**src/rtl/memory_load_unit_if.sv**
```systemverilog
// Load-unit bus bundle: core request handshake, memory read port and
// response handshake.
//   slave  : the load unit (drives req_ready, mem_address, resp_*)
//   master : the core/memory side (drives req_*, mem_read_data, resp_ready)
interface memory_load_unit_if;
  logic        req_valid;
  logic        req_ready;
  logic [31:0] req_address;
  logic [2:0]  req_funct3;
  logic [31:0] mem_address;
  logic [31:0] mem_read_data;
  logic        resp_valid;
  logic        resp_ready;
  logic [31:0] resp_data;
  logic        resp_error;

  modport slave (
    input  req_valid, req_address, req_funct3, mem_read_data, resp_ready,
    output req_ready, mem_address, resp_valid, resp_data, resp_error
  );

  modport master (
    output req_valid, req_address, req_funct3, mem_read_data, resp_ready,
    input  req_ready, mem_address, resp_valid, resp_data, resp_error
  );
endinterface

```
**src/rtl/memory_load_unit.sv**
```systemverilog
// memory_load_unit: read-side companion to the byte-addressable data memory.
// Accepts LB/LH/LW/LBU/LHU requests, drives the memory address, samples the
// read data MEM_LATENCY edges after acceptance, then extracts and extends the
// addressed field and returns it over a valid/ready response.
//   clk   : system clock
//   reset : asynchronous, active-high
//   bus   : request / memory read / response signals (slave side)
module memory_load_unit #(
  parameter int MEM_LATENCY = 1  // legal range 1..7
) (
  input  logic                       clk,
  input  logic                       reset,
  memory_load_unit_if.slave          bus
);

  typedef enum logic [1:0] {IDLE, WAIT, RESP} state_t;

  localparam logic [2:0] F3_LB  = 3'b000;
  localparam logic [2:0] F3_LH  = 3'b001;
  localparam logic [2:0] F3_LW  = 3'b010;
  localparam logic [2:0] F3_LBU = 3'b100;
  localparam logic [2:0] F3_LHU = 3'b101;

  localparam logic [2:0] CNT_INIT = 3'(MEM_LATENCY - 1);

  state_t     state;
  logic [2:0] cnt;
  logic [2:0] funct3_q;

  function automatic logic legal_f3(input logic [2:0] f);
    return (f == F3_LB) || (f == F3_LH) || (f == F3_LW) ||
           (f == F3_LBU) || (f == F3_LHU);
  endfunction

  // The addressed byte sits in the top lane of the read word, so every
  // field is taken from the MSB end.
  function automatic logic [31:0] extract(input logic [2:0] f,
                                          input logic [31:0] d);
    logic [31:0] r;
    case (f)
      F3_LB:   r = {{24{d[31]}}, d[31:24]};
      F3_LBU:  r = {24'b0, d[31:24]};
      F3_LH:   r = {{16{d[31]}}, d[31:16]};
      F3_LHU:  r = {16'b0, d[31:16]};
      default: r = d;
    endcase
    return r;
  endfunction

  always_ff @(posedge clk or posedge reset) begin
    if (reset) begin
      state           <= IDLE;
      cnt             <= '0;
      funct3_q        <= '0;
      bus.req_ready   <= 1'b1;
      bus.mem_address <= '0;
      bus.resp_valid  <= 1'b0;
      bus.resp_data   <= '0;
      bus.resp_error  <= 1'b0;
    end else begin
      case (state)
        IDLE: begin
          if (bus.req_valid) begin
            funct3_q        <= bus.req_funct3;
            bus.mem_address <= bus.req_address;
            bus.req_ready   <= 1'b0;
            if (legal_f3(bus.req_funct3)) begin
              cnt   <= CNT_INIT;
              state <= WAIT;
            end else begin
              // Illegal code skips the memory wait entirely.
              bus.resp_error <= 1'b1;
              bus.resp_data  <= '0;
              bus.resp_valid <= 1'b1;
              state          <= RESP;
            end
          end
        end
        WAIT: begin
          if (cnt == 3'd0) begin
            bus.resp_data  <= extract(funct3_q, bus.mem_read_data);
            bus.resp_error <= 1'b0;
            bus.resp_valid <= 1'b1;
            state          <= RESP;
          end else begin
            cnt <= cnt - 3'd1;
          end
        end
        RESP: begin
          // req_ready comes back only after the handshake edge, so a new
          // request can never overlap the response it follows.
          if (bus.resp_ready) begin
            bus.resp_valid <= 1'b0;
            bus.req_ready  <= 1'b1;
            state          <= IDLE;
          end
        end
        default: begin
          state          <= IDLE;
          bus.req_ready  <= 1'b1;
          bus.resp_valid <= 1'b0;
        end
      endcase
    end
  end

endmodule

```
**src/flat_wrapper.sv**
```systemverilog
// flat-port wrapper written by rule: the top's interface ports become plain ports
module memory_load_unit_flat 
#(
  parameter int MEM_LATENCY = 1                     
)
  (clk, reset, bus_req_valid, bus_req_address, bus_req_funct3, bus_mem_read_data, bus_resp_ready, bus_req_ready, bus_mem_address, bus_resp_valid, bus_resp_data, bus_resp_error);
  memory_load_unit_if bus_i ();
  input  logic clk;
  input  logic reset;
  input wire logic [$bits(bus_i.req_valid)-1:0] bus_req_valid;
  input wire logic [$bits(bus_i.req_address)-1:0] bus_req_address;
  input wire logic [$bits(bus_i.req_funct3)-1:0] bus_req_funct3;
  input wire logic [$bits(bus_i.mem_read_data)-1:0] bus_mem_read_data;
  input wire logic [$bits(bus_i.resp_ready)-1:0] bus_resp_ready;
  output wire logic [$bits(bus_i.req_ready)-1:0] bus_req_ready;
  output wire logic [$bits(bus_i.mem_address)-1:0] bus_mem_address;
  output wire logic [$bits(bus_i.resp_valid)-1:0] bus_resp_valid;
  output wire logic [$bits(bus_i.resp_data)-1:0] bus_resp_data;
  output wire logic [$bits(bus_i.resp_error)-1:0] bus_resp_error;
  assign bus_i.req_valid = bus_req_valid;
  assign bus_i.req_address = bus_req_address;
  assign bus_i.req_funct3 = bus_req_funct3;
  assign bus_i.mem_read_data = bus_mem_read_data;
  assign bus_i.resp_ready = bus_resp_ready;
  assign bus_req_ready = bus_i.req_ready;
  assign bus_mem_address = bus_i.mem_address;
  assign bus_resp_valid = bus_i.resp_valid;
  assign bus_resp_data = bus_i.resp_data;
  assign bus_resp_error = bus_i.resp_error;
  memory_load_unit #(.MEM_LATENCY(MEM_LATENCY)) u_core (.clk(clk), .reset(reset), .bus(bus_i));
endmodule
```
**config.mk**
```make
export PLATFORM = sky130hd
export DESIGN_NAME = memory_load_unit_flat
export DESIGN_NICKNAME = d
export VERILOG_FILES = /design/src/rtl/memory_load_unit_if.sv /design/src/rtl/memory_load_unit.sv /design/src/flat_wrapper.sv
export SDC_FILE = /design/constraint.sdc
export NUM_CORES = 1
export LEC_CHECK = 0
export BUFFER_PORTS_ARGS = -buffer_cell sky130_fd_sc_hd__buf_2
export CAP_MARGIN = 0
export CORE_UTILIZATION = 51
export DETAILED_ROUTE_END_ITERATION = 6
export GPL_ROUTABILITY_DRIVEN = 0
export PLACE_DENSITY = 0.93
export RECOVER_POWER = 50
export SLEW_MARGIN = 20
export SYNTH_ARGS = -nofsm -noshare
export SYNTH_HDL_FRONTEND = slang
export SYNTH_SLANG_ARGS = --single-unit
```
**constraint.sdc**
```tcl
create_clock -name clk -period 3.8 [get_ports clk]
set_input_delay 0.76 -clock clk [delete_from_list [all_inputs] [get_ports clk]]
set_output_delay 0.76 -clock clk [all_outputs]
set_load 0.01 [all_outputs]
```
# Word-level counts from Yosys, hierarchy flattened
# Index checks and enable logic that the tools add are counted.
# word_totals
regBits	75
latch_bits	0
ramBits	0
mem_bits_ro	0
input_bits	71
n_memories	0
# classes
add_sub_neg	1
mul	0
div	0
n_lt_le_gt_ge	0
n_eq_ne	15
shift	0
muxes	24
bitwise_logic	1
reduce_logical	15
# op_table
op	count
case mux 32 bit (4 select lines)	1
2-to-1 mux 32 bit	3
case mux 32 bit (2 select lines)	1
== test 3 bit (second input constant)	4
AND reduction 4 bit	3
zero test 3 bit	3
2-to-1 mux 3 bit	3
2-to-1 mux 2 bit	4
!= test 2 bit (second input constant)	4
2-to-1 mux 1 bit	7
== test 3 x 1 -> 1 bit (second input constant)	2
case mux 1 bit (3 select lines)	2
case mux 2 bit (3 select lines)	1
case mux 3 bit (2 select lines)	1
AND reduction 3 bit	2
logical OR 1 bit	4
!= test 2 x 1 -> 1 bit (second input constant)	2
== test 3 x 2 -> 1 bit (second input constant)	1
subtractor 3 x 1 -> 3 bit (second input constant)	1
== test 2 x 1 -> 1 bit (second input constant)	1
== test 2 bit (second input constant)	1
zero test 2 bit	1
case mux 1 bit (2 select lines)	1
AND reduction 2 bit	1
other kinds (2)	2

# Depth between registers and ports, before layout
# Gate-level depths: netlist of the first run.
# depth
word_depth	8
ltp_mapped	7
depth_no_buf	6

# Worst setup path after synthesis of the first run
# No wires, ideal clock.
# synth_path
path_type	input -> register
startpoint	in bus_req_funct3[0]
endpoint	reg u_core.bus.resp_data[0]
t_arrival_ps	1653
required_time_ps	3679
slack_ps	2026
path_stages	5
cell_sequence	o21ai_1 o31ai_2 o31ai_1 buf_2 a22o_1
# synth_between
elab_chain_cells	7
elab_cells_between_ends	11
cone_classes	eq/ne: 5; reduce/logical: 6
# synth_rtl
element	line	rtl
start: declaration	flat_wrapper.sv:12	input wire logic [$bits(bus_i.req_funct3)-1:0] bus_req_funct3;
== test 3 x 1 -> 1 bit / zero test 3 bit (equally long branches)	memory_load_unit.sv:31	return (f == F3_LB) || (f == F3_LH) || (f == F3_LW) ||
logical OR 1 bit (3 in a row)	memory_load_unit.sv:31	
logical OR 1 bit (*)	memory_load_unit.sv:32	(f == F3_LBU) || (f == F3_LHU);
!= test 2 bit (no line) (*)	n/a	
AND reduction 4 bit (no line) (*)	n/a	
end signal: assignment	memory_load_unit.sv:81	bus.resp_data <= extract(funct3_q, bus.mem_read_data);
end: declaration	memory_load_unit_if.sv:19	output req_ready, mem_address, resp_valid, resp_data, resp_error
# Every way passes the cells marked *; elsewhere a longest branch is shown, timed or not.
# A chain may end at the register's enable or synchronous reset.

# Worst setup path in the final report of the first run
# layout_path
startpoint	reg u_core.state[1]
endpoint	reg u_core.bus.resp_valid
# layout_between
elab_chain_cells	3
elab_cells_between_ends	9
cone_classes	eq/ne: 6; mux: 1; reduce/logical: 2
# layout_rtl
element	line	rtl
start: declaration	memory_load_unit.sv:26	state_t state;
start signal: assignment	memory_load_unit.sv:52	state <= IDLE;
start signal: assignment	memory_load_unit.sv:69	state <= WAIT;
start signal: assignment	memory_load_unit.sv:75	state <= RESP;
== test 2 x 1 -> 1 bit, or another cell as far along	memory_load_unit.sv:61	case (state)
!= test 2 x 1 -> 1 bit (no line) / != test 2 bit (equally long branches)	n/a	
AND reduction 4 bit (no line)	n/a	
end signal: assignment	memory_load_unit.sv:57	bus.resp_valid <= 1'b0;
end signal: assignment	memory_load_unit.sv:74	bus.resp_valid <= 1'b1;
end signal: assignment	memory_load_unit.sv:83	bus.resp_valid <= 1'b1;
end: declaration	memory_load_unit_if.sv:19	
# Several ways; a longest one is shown, not always the timed one.

==> impl_metrics.yaml, run 1 <==
outcome:
  status: "completed"
layout:
  final_cell_mix: "118 x nand2_1, 74 x dfrtp_1, 73 x buf_2"
  mostFrequentLayoutCell: "nand2_1"
  stdcell_area_um2: 4040
  area_growth_pct: 26.2
  drive_above_1_share_pct: 20.6
  diodes: 0
  nNetsFinal: 535
clock_network:
  clkLatencyLatePin_ns: 0.35
  numCtsBuffers: 9
  clock-sinks: 75
  postCtsSetupBuffers: 0
  holdBufCountCts: 0
  h-tree-depth: 3
  clockBufferDepth: 2
  cts-root-buf: "clkbuf_8"
  clk_pin_slew_ns: 0.07
  cts_tree: "built"
  cts_resized: 0
timing:
  report.final.slew_viol_count: 0
  setup_viol_count_final: 0
  timing.fmax_ghz: 0.423
  relSlewSlack_pct: 2.03
  tightest_slew_ns: 1.47
  skew_ns: 0.0115
  min_period_ns: 2.36
  tns_ns: 0
  rsz0062_at_grt: "false"
  hold_viol_final: 0
  fin_crit_sh_pct: 62.1
floorplanning:
  pin_count: 138
  die_x_um: 81.2
  rows: 28
  dieArea_um2: 6590
  start_util_pct: 53.4
  fp.coreArea_um2: 5990
  die_h_um: 81.2
power_and_ir_drop:
  vdd_drop_max_mv: 0.419
  pwr-share-seq_pct: 43.2
  p_clk_share_pct: 18.6
  p_per_area_nw_per_um2: 809
  pwr-share-comb_pct: 38.2
  cell_internal_pwr_w: 0.00193
  p_leak_nw: 2.02
  switchingPower_w: 0.00134
  p_sw_share_pct: 40.9
synth:
  syn_nets: 402
  yosysTopAreaCell: "dfrtp_1"
  synth.top_cells.by_area: "dfrtp_1 58%, nand2_1 14%, o2bb2ai_1 6.0%"
  synth.distinct_cells: 31
  synth_edf_count: 0
  synthCells: 329
  ys_seq_area_share_pct: 58.7
  ys.flop_type: "dfrtp_1"
  async_flop_share_pct: 100
  synth.top_cell.area_share_pct: 57.9
  ys_warn_count: 0
  synth-seq-cells: 75
  syn-cell-area_um2: 3200
  postSynthAreaPerCell_um2: 9.72
global_route:
  grt_antenna_before_repair: 0
  grt_pass1_vias: 2659
  grt_pass1_wl_mm: 12.6
  grtUsageTotal_pct: 26.4
  overflow: 0
  grt_max_degree: 44
worst_setup_path:
  crit_fanout: 35
  end_kind: "flip-flop"
  worstPathRequired_ns: 4.05
  critPathKind: "flip-flop to flip-flop"
  cp-start-kind: "flip-flop"
  critPathArrivalTime_ns: 2.61
drt:
  drt_pass1_iterations: 5
  vias: 2905
  routed_wl_mm: 7.93
  drc: 0
  detail_route.vias_per_cell: 5.36
  drtIter0Drc: 271
  antenna_left: 0
  routedWlPerCell_um: 14.6
placed_design:
  dp_hpwl_mm: 5.74
  io_buffers: 137
  place_area_um2: 3930
job:
  maxCapViolCount: 0
worst_hold_path:
  hold_path_class: "flip-flop to flip-flop"
## cell type report
class,count,area (µm²)
clock buffers,12,145
clock inverters,4,50.0
fillers,506,1960
inverters,7,26.3
multi-input cells,228,1210
flip-flops and latches,75,1880
well taps,75,93.8
repair buffers,141,629
## cell families (layout without fill, tap and decap cells)
kind of cell | Yosys count | after routing | synth area share [%]
flops | 75 | 75 | 58.7
compound gates | 70 | 70 | 15.5
simple gates | 147 | 147 | 18.5
mux | 8 | 8 | 2.50
buf+inv | 26 | 164 | 3.76
xor+xnor | 1 | 1 | 0.274
fa+ha+maj | 2 | 2 | 0.782
## synthesized netlist by cell type (2+ instances only)
cell,instances
a21oi_1,5
mux2i_1,8
o31ai_1,2
o21ai_1,2
dfrtp_1,74
inv_1,6
buf_2,12
o22ai_1,7
nor2_1,19
o21ai_0,20
o2bb2ai_1,22
a22o_1,9
ha_1,2
nand3_1,2
nand2_1,118
clkbuf_1,6
## worst max-delay path, stage by stage (launching register included)
cell	delay [ns]
dfrtp_1	0.62
nor2_1	0.09
nand2_1	0.08
clkbuf_1	1.06
o21ai_0	0.17
o21ai_0	0.24
## registers in the layout, summed over array words and instances (netlist names)
signal,count
u_core.bus.resp_data,32
u_core.bus.req_ready,1
u_core.bus.resp_error,1
u_core.bus.mem_address,32
u_core.state,2
u_core.bus.resp_valid,1
u_core.funct3_q,3
u_core.cnt,3
## layer usage
layer  up-vias  track usage [%]  wire (µm)
li1       1372                -          -
met1      1356             33.2       3260
met2       153             42.2       3850
met3        24             5.06        546
met4         0             15.7        280
met5         -                0          0
## metrics by stage
stage | utilization, % | setup slack, ns | hold slack, ns | cells | total power, W
after detailed placement | 65.7 | 1.45 | 0.457 | 526 | 0.00274
final | 67.4 | 1.44 | 0.475 | 542 | 0.00326
after floorplan | - | 1.13 | 0.460 | 329 | 0.00222
after global placement | 65.7 | 1.64 | 0.454 | 526 | 0.00267
after CTS | 68.9 | 1.46 | 0.475 | 542 | 0.00336
after global routing | 67.4 | 1.01 | 0.501 | 542 | 0.00352
## power by group through the flow
| stage | Combinational [W] | Sequential (W) | Clock [W] |
|---|---|---|---|
| 2_1_floorplan | 0.000768 | 0.00146 | 0 |
| 3_3_place_gp | 0.00127 | 0.00140 | 0 |
| 3_5_place_dp | 0.00134 | 0.00140 | 0 |
| 4_1_cts | 0.00134 | 0.00140 | 0.000617 |
| 5_1_grt | 0.00140 | 0.00145 | 0.000660 |
| 6_report | 0.00125 | 0.00141 | 0.000606 |
## worst paths after layout
kind / from / end / slack (ns) / depth (start not counted)
setup / recovery: u_core.state[1] / u_core.bus.resp_valid / 1.44 / 5
hold / removal: u_core.bus.mem_address[27] / u_core.bus.mem_address[27] / 0.48 / 2
setup reg to reg: u_core.state[1] / u_core.bus.resp_valid / 1.44 / 5
hold reg to reg: u_core.bus.mem_address[27] / u_core.bus.mem_address[27] / 0.48 / 2
max in group asynchronous: reset / u_core.bus.resp_data[15] / 1.48 / 3
min in group asynchronous: reset / u_core.bus.mem_address[29] / 0.71 / 2
Power figures use the tool's default switching activity.
==> inputs of run 2 (changes only) <==
--- a/config.mk
+++ b/config.mk
@@ -7,10 +7,10 @@
 export LEC_CHECK = 0
 export BUFFER_PORTS_ARGS = -buffer_cell sky130_fd_sc_hd__buf_2
 export CAP_MARGIN = 0
-export CORE_UTILIZATION = 51
+export CORE_UTILIZATION = 43
 export DETAILED_ROUTE_END_ITERATION = 6
 export GPL_ROUTABILITY_DRIVEN = 0
-export PLACE_DENSITY = 0.93
+export PLACE_DENSITY = 0.84
 export RECOVER_POWER = 50
 export SLEW_MARGIN = 20
 export SYNTH_ARGS = -nofsm -noshare
==> constraint.sdc (replaced) <==
create_clock -name clk -period 2 [get_ports clk]
set_input_delay 0.4 -clock clk [delete_from_list [all_inputs] [get_ports clk]]
set_output_delay 0.4 -clock clk [all_outputs]
set_load 0.01 [all_outputs]
==> run 2 against run 1 <==
Net effect: routed wire length up 3.9%; critical endpoint is now u_core.bus.resp_data[17]; core utilization shrank 9.5 points; worst hold slack lost 0.24 ns; clock power is 86% higher; total power up 95%; via count down 0.62%.
==> impl_metrics.yaml, run 2 (synthesis results as in run 1) <==
layout:
  area_growth_pct: 30.6
  diodes: 0
  final_util_pct: 57.9
  top_regs: "u_core.bus.mem_address: 32 flops, u_core.bus.resp_data: 32 flops"
  n_fill_cell: 669
  mostFrequentLayoutCell: "nand2_1"
  drive_above_1_share_pct: 28.9
  nNetsFinal: 543
  final_cell_mix: "118 x nand2_1, 105 x buf_2, 74 x dfrtp_1"
outcome:
  status: "completed"
power_and_ir_drop:
  vdd_drop_max_mv: 0.574
  cell_internal_pwr_w: 0.00379
  pwr-share-comb_pct: 41.9
  pwr-share-seq_pct: 40.4
  p_leak_nw: 2.17
  p_clk_share_pct: 17.7
  switchingPower_w: 0.00257
  p_sw_share_pct: 40.4
  p_per_area_nw_per_um2: 1520
floorplanning:
  die_h_um: 88.2
  rows: 31
  pin_count: 138
  fp.coreArea_um2: 7210
  die_x_um: 88.2
  dieArea_um2: 7790
  start_util_pct: 44.3
timing:
  relSlewSlack_pct: 12.3
  setup_viol_count_final: 0
  tns_ns: 0
  hold_viol_final: 0
  rsz0062_at_grt: "false"
  fin_crit_sh_pct: 89.3
  min_period_ns: 1.79
  timing.fmax_ghz: 0.560
  skew_ns: 0.0141
  tightest_slew_ns: 1.32
  report.final.slew_viol_count: 0
placed_design:
  io_buffers: 137
  dp_hpwl_mm: 5.90
worst_setup_path:
  critPathKind: "flip-flop to flip-flop"
  cp-start-kind: "flip-flop"
  critPathArrivalTime_ns: 1.96
  crit_fanout: 15
  crit_path_max_incr_delay_ns: 0.57
  critPathTopFamily: "compound AO/OA/AOI/OAI gates"
  cpMaxStageDelayCell: "o21ai_1"
  path_buf_inv: 1
  crit_start: "u_core.cnt[0]"
  reg2reg_from: "u_core.cnt[0]"
  end_kind: "flip-flop"
  worstPathRequired_ns: 2.18
  crit_chain: "inv_1, ha_1, nand2b_1, nor3_2, o21ai_1, o2bb2ai_1"
drt:
  detail_route.vias_per_cell: 5.04
  vias: 2887
  drc: 0
  routedWlPerCell_um: 14.4
  antenna_left: 0
  drt_pass1_iterations: 4
  drtIter0Drc: 166
  routed_wl_mm: 8.24
clock_network:
  numCtsBuffers: 9
  h-tree-depth: 3
  cts-root-buf: "clkbuf_8"
  cts_tree: "built"
  postCtsSetupBuffers: 0
  clk_pin_slew_ns: 0.08
  clockBufferDepth: 2
  cts_resized: 0
  clock-sinks: 75
  holdBufCountCts: 0
  clkLatencyLatePin_ns: 0.35
worst_hold_path:
  hold_path_class: "primary input to flip-flop"
  min_from: "bus_req_address[0]"
global_route:
  overflow: 0
  grt_pass1_wl_mm: 12.8
  grt_antenna_before_repair: 0
  grt_pass1_vias: 2712
  grtUsageTotal_pct: 21.7
  grt_max_degree: 51
job:
  maxCapViolCount: 0
[run 2: power groups by stage]
stage / registers [W] / clock network [W] / logic, W
2_1_floorplan: 0.00277 / 0 / 0.00146
3_3_place_gp: 0.00256 / 0 / 0.00265
3_5_place_dp: 0.00257 / 0 / 0.00278
4_1_cts: 0.00256 / 0.00115 / 0.00277
5_1_grt: 0.00264 / 0.00123 / 0.00299
6_report: 0.00257 / 0.00113 / 0.00266
[run 2: path summary, 6_finish.rpt]
| kind | slack [ns] | cells past startpoint | end |
|---|---|---|---|
| hold / removal | 0.24 | 3 | u_core.bus.mem_address[0] |
| max in group asynchronous | 0.70 | 3 | u_core.bus.mem_address[11] |
| min in group asynchronous | 0.50 | 3 | u_core.bus.resp_valid |
| hold reg to reg | 0.48 | 2 | u_core.bus.mem_address[22] |
| setup reg to reg | 0.21 | 6 | u_core.bus.resp_data[17] |
| setup / recovery | 0.21 | 6 | u_core.bus.resp_data[17] |
[run 2: layer usage]
layer  vias up  track usage [%]  routed length, µm
met5         -                0                  0
met4         0             9.97                143
met3        15             4.29                557
met2       115             35.1               4000
met1      1372             28.3               3540
li1       1385                -                  -
[run 2: final cells by class]
type                            instances  area, µm²  area share [%]
Clock buffer                            9        124            2.97
Clock inverter                          6       65.1            1.56
Inverter                                7       27.5           0.659
Multi-Input combinational cell        228       1220            29.2
Sequential cell                        75       1880            45.0
Tap cell                               99        124            2.97
Timing Repair Buffer                  149        738            17.7
[run 2: worst register-to-register path, delay by kind of cell, from the launching register on]
| kind | cells | cell delay, ns |
|---|---|---|
| AOI/OAI and AO/OA | 2 | 0.75 |
| DFF | 1 | 0.36 |
| and+or+nand+nor | 2 | 0.24 |
| adders and majority gates | 1 | 0.21 |
| buffers and inverters | 1 | 0.07 |
[run 2: stage by stage]
stage	hold slack (ns)	instances	power, W	cell area [µm²]	setup WS (ns)
final	0.239	573	0.00636	4180	0.214
after global routing	0.220	573	0.00686	4180	0.0435
after CTS	0.136	573	0.00649	4240	0.225
after detailed placement	0.458	558	0.00534	4050	0.215
after global placement	0.453	558	0.00521	4050	0.232
after floorplan	0.460	329	0.00422	3200	0.457
